[src/rtl/debounce_fsm.sv]
// debounce_fsm: synchronises a raw button level, samples it on tick strobes and
// accepts a new level only after it has held for STABLE_TICKS consecutive ticks.
// Produces a registered debounced level plus one-clock rise/fall strobes.
module debounce_fsm #(
    parameter int STABLE_TICKS = 4,
    parameter int CNT_W        = 3
) (
    input  logic clk,
    input  logic reset,
    input  logic tick,
    input  logic btn_in,
    output logic db_level,
    output logic rise_pulse,
    output logic fall_pulse
);

    typedef enum logic [1:0] {
        LOW     = 2'b00,
        WAIT_HI = 2'b01,
        HIGH    = 2'b10,
        WAIT_LO = 2'b11
    } state_t;

    // Count value reached on the tick just before the final accepting tick.
    localparam logic [CNT_W-1:0] CNT_LAST = CNT_W'(STABLE_TICKS - 1);

    logic             sync1_q;
    logic             sync2_q;
    logic             btn_s;
    state_t           state_q, state_d;
    logic [CNT_W-1:0] cnt_q, cnt_d;
    logic             db_level_q, db_level_d;
    logic             rise_q, rise_d;
    logic             fall_q, fall_d;

    assign btn_s = sync2_q;

    // Two-flop synchroniser bringing the asynchronous button into the clk domain.
    always_ff @(posedge clk or posedge reset) begin
        if (reset) begin
            sync1_q <= 1'b0;
            sync2_q <= 1'b0;
        end else begin
            sync1_q <= btn_in;
            sync2_q <= sync1_q;
        end
    end

    // State, counter and registered outputs.
    always_ff @(posedge clk or posedge reset) begin
        if (reset) begin
            state_q    <= LOW;
            cnt_q      <= '0;
            db_level_q <= 1'b0;
            rise_q     <= 1'b0;
            fall_q     <= 1'b0;
        end else begin
            state_q    <= state_d;
            cnt_q      <= cnt_d;
            db_level_q <= db_level_d;
            rise_q     <= rise_d;
            fall_q     <= fall_d;
        end
    end

    // Next-state logic: a bounce back to the old level wins over a coincident tick.
    always_comb begin
        state_d = state_q;
        cnt_d   = cnt_q;
        rise_d  = 1'b0;
        fall_d  = 1'b0;
        case (state_q)
            LOW: begin
                if (btn_s) begin
                    state_d = WAIT_HI;
                    cnt_d   = '0;
                end
            end
            WAIT_HI: begin
                if (!btn_s) begin
                    state_d = LOW;
                    cnt_d   = '0;
                end else if (tick && (cnt_q == CNT_LAST)) begin
                    state_d = HIGH;
                    cnt_d   = '0;
                    rise_d  = 1'b1;
                end else if (tick) begin
                    cnt_d = cnt_q + 1'b1;
                end
            end
            HIGH: begin
                if (!btn_s) begin
                    state_d = WAIT_LO;
                    cnt_d   = '0;
                end
            end
            WAIT_LO: begin
                if (btn_s) begin
                    state_d = HIGH;
                    cnt_d   = '0;
                end else if (tick && (cnt_q == CNT_LAST)) begin
                    state_d = LOW;
                    cnt_d   = '0;
                    fall_d  = 1'b1;
                end else if (tick) begin
                    cnt_d = cnt_q + 1'b1;
                end
            end
            default: begin
                state_d = LOW;
                cnt_d   = '0;
            end
        endcase
        // The debounced level follows the state being entered, so it changes on
        // the same edge as the HIGH/LOW entry.
        db_level_d = (state_d == HIGH) || (state_d == WAIT_LO);
    end

    assign db_level   = db_level_q;
    assign rise_pulse = rise_q;
    assign fall_pulse = fall_q;

endmodule

[config.mk]
export PLATFORM = sky130hd
export DESIGN_NAME = debounce_fsm
export DESIGN_NICKNAME = d
export VERILOG_FILES = /design/src/rtl/debounce_fsm.sv
export SDC_FILE = /design/constraint.sdc
export NUM_CORES = 1
export LEC_CHECK = 0
export BUFFER_PORTS_ARGS = -buffer_cell sky130_fd_sc_hd__buf_2
export CAP_MARGIN = 20
export CORE_AREA = 2 2 39 41
export DETAILED_ROUTE_END_ITERATION = 6
export DIE_AREA = 0 0 41 43
export PLACE_DENSITY = 0.47
export RECOVER_POWER = 100
export SYNTH_ARGS = -nofsm -noshare
export SYNTH_HDL_FRONTEND = slang
export SYNTH_SLANG_ARGS = --single-unit
[constraint.sdc]
create_clock -name clk -period 1.4 [get_ports clk]
set_input_delay 0.07 -clock clk [delete_from_list [all_inputs] [get_ports clk]]
set_output_delay 0.07 -clock clk [all_outputs]
set_load 0.1 [all_outputs]
==> reports/summary.md <==
## Setup path
* required time at the worst-slack endpoint: 1.59 ns
* critical path arrival: 1.51 ns
* type of element capturing the critical path: flip-flop
* chain of cells forming the critical path: ha_1 > ha_2 > nor3b_1 > a21oi_1 > o22ai_1
* largest stage delay on the critical path: 0.39 ns
* crit start category: flip-flop
* slowest stage cell, crit path: sky130_fd_sc_hd__dfrtp_1
* startpoint-to-endpoint class of the critical path: reg -> reg
* Crit Path Max Fanout: 2

## Die
* FP Rows: 14
* chip height: 43 um
* Die Width: 41 um
* die area: 1760 um2
* total core area: 1380 um2
* Initial Utilization: 0.288
* count of pins on the block boundary: 7

## Power
* switching part of the total power: 0.265
* Overall Power: 0.567 mW
* leakage power: 0.237 nW
* proportion of power drawn by combinational gates: 0.134
* Internal Power: 0.417 mW
* share of power burned in registers: 0.509
* part of the total power dissipated in the clock network: 0.357
* PD cells: 1120 nW/um2
* net switching power: 0.150 mW
* worst vdd ir: 0.000429 V

## STA
* final slew viol count: 0
* hold violation count in the final report: 0
* max frequency: 757 MHz
* Final WS setup: 0.0786 ns
* setup skew after layout: 0.00404 ns
* final setup violation count: 0
* Max transition margin: 0.638
* slew at the pin closest to its max-slew limit: 0.545 ns
* Total Negative Setup Slacks: 0 ns
* RSZ-0062 raised after global routing: no
* post-route clock period utilization: 0.944
* Final Critical Period: 1.32 ns

## Routing
* detailed-route wire length on metal 1: 329 um
* highest metal layer with signal wires: met4
* number of search-and-repair iterations in the first detailed-routing pass: 2
* via count: 288
* Routed wire per std cell: 12.0 um
* number of DRC violations after detailed routing: 0
* Post-DRT Antenna Nets: 0
* routed length on met3: 39 um
* final routed wirelength across all metal layers: 741 um
* First DRT Iteration DRCs: 4
* detailed-route vias per instance: 4.65
* routed length on met2: 353 um

## Yosys
* Yosys warning total: 0
* Cell Area, Synth: 399 um2
* fraction of post-synthesis cell area in the top cell type by area: 0.564
* number of different library cells in the post-synthesis netlist: 13
* register bit total from synthesis: 9
* post-synthesis share of cell area spent on full adders, half adders and majority gates: 0.0627
* Synth Area in Compound Gates: 0.100
* post-synthesis sequential area ratio: 0.564
* post-synthesis mux area share: 0.0376
* combinational family with the most area after synthesis: simple AND/OR/NAND/NOR gates
* xor-xnor portion of the synthesized cell area: 0.0219
* syn nets: 39
* library cell with the largest summed area after synthesis: sky130_fd_sc_hd__dfrtp_1
* most area-consuming cells after synthesis: sky130_fd_sc_hd__dfrtp_1, sky130_fd_sc_hd__nor3b_1, sky130_fd_sc_hd__ha_1
* post-synthesis area per instance: 12.1 um2
* cells after synthesis: 33
* simple-gate share of the synthesized area: 0.185

## CTS
* Sinks on Clock Net: 9
* CTS tree: built
* root buf cell: sky130_fd_sc_hd__clkbuf_4
* CTS H-Tree Depth: 1
* Worst-path clk slew: 0.06 ns
* total clock buffers created by CTS: 3
* maximum clock insertion buffer count: 2
* clock latency reported for the late side of the worst-skew pair: 0.26 ns

## Placement
* pre-CTS setup slack: 0.00544 ns
* count of placed standard cells including taps: 55
* count of buffers from port buffering: 6
* placed wire-length estimate after detailed placement: 539 um
* final RePlAce weighted congestion: 0.870

## Layout
* diodes inserted: 0
* final-stage net count: 53
* final instance count without filler cells: 62
* leading cell type in the layout, fill and taps excluded: sky130_fd_sc_hd__dfrtp_1
* commonest cells after routing, fill and taps aside: sky130_fd_sc_hd__dfrtp_1, sky130_fd_sc_hd__nor3b_1
* core occupancy in the finished layout: 0.366
* area added between synthesis and finish: 27.0%
* share of final-layout standard cells stronger than drive strength 1: 0.326

## Global routing
* GRT overflow: 0
* number of antenna violations at the first check in global routing: 0
* via count of the first global-routing pass: 313
* maximum number of pins on one net before global-route repair: 10
* first-pass GRT wire length: 1290 um
* overall global routing resource usage: 0.115

## Min path
* path category of the worst min-delay check: in -> reg

## Job
* number of max-cap violations: 0

## Status
* result of the run: finished, final reports clean

## cell type report
cell class                 count  area, um2
multi-input combinational     21        165
sequential                     9        226
fill                         134        877
tap                           16       20.0
clock buffer                   4       26.3
timing repair buffer           9       57.6
inverter                       3       11.3
## timing repair
action,4_1_cts,5_1_grt
endpoints found under the setup margin,1,3
pin swaps,0,0
cloned,0,0
hold buffers,2,0
hold endpoints to repair,10,0
resized for setup,1,0
buffers inserted,0,1
## routing by layer
metal | GRT usage | up-vias
met5 | 0 | -
met4 | 0.0800 | 0
met3 | 0.0524 | 4
met2 | 0.163 | 7
met1 | 0.130 | 134
li1 | - | 143
## state kept, by name, summed over array words and instances, names as in the netlist
name        flops
cnt_q           3
btn_s           1
db_level        1
fall_pulse      1
rise_pulse      1
state_q         1
sync1_q         1
## metrics by stage
stage	instance area, um2	hold WS, ns
floorplan	400	-0.102
global placement	450	0.0399
detailed placement	450	0.0484
CTS	499	0.0892
global route	507	0.0922
finish	507	0.0943
## worst max-delay path: cells and delay by family, from the launching register on
family,cells,cell delay [ns]
adder cells (fa/ha/maj),2,0.45
flip-flops,1,0.39
AND/OR/NAND/NOR,1,0.21
AO/OA/AOI/OAI,2,0.20
## cell usage after synthesis, drive strengths merged
library cell / n
mux2: 1
ha: 2
inv: 3
nor3b: 4
nand3: 1
a21oi: 3
xnor2: 1
and3b: 1
a31oi: 1
dfrtp: 9
o22ai: 3
nand2b: 1
nand2: 3
## final timing paths
path | cells after the start | from | end | slack (ns)
min in group asynchronous | 3 | reset | rise_pulse | 0.31
setup / recovery | 5 | cnt_q[0] | cnt_q[2] | 0.08
hold / removal | 2 | tick | state_q[0] | 0.09
setup reg to reg | 5 | cnt_q[0] | cnt_q[2] | 0.08
hold reg to reg | 0 | sync1_q | btn_s | 0.35
max in group asynchronous | 3 | reset | db_level | 0.82
## power groups by stage
stage | registers, mW | clock network, mW | logic, mW
3_3_place_gp | 0.294 | 0 | 0.0637
5_1_grt | 0.291 | 0.225 | 0.0835
4_1_cts | 0.291 | 0.205 | 0.0702
3_5_place_dp | 0.296 | 0 | 0.0649
6_report | 0.289 | 0.203 | 0.0757
2_1_floorplan | 0.305 | 0 | 0.0373
## cell families (layout without fill, tap and decap cells)
family | count (synthesis) | after routing
compound gates | 7 | 7
simple gates | 10 | 10
xor+xnor | 1 | 1
flops | 9 | 9
mux | 1 | 1
fa+ha+maj | 2 | 2
buf+inv | 3 | 16
Note: power is estimated with default switching activity, not from simulation.
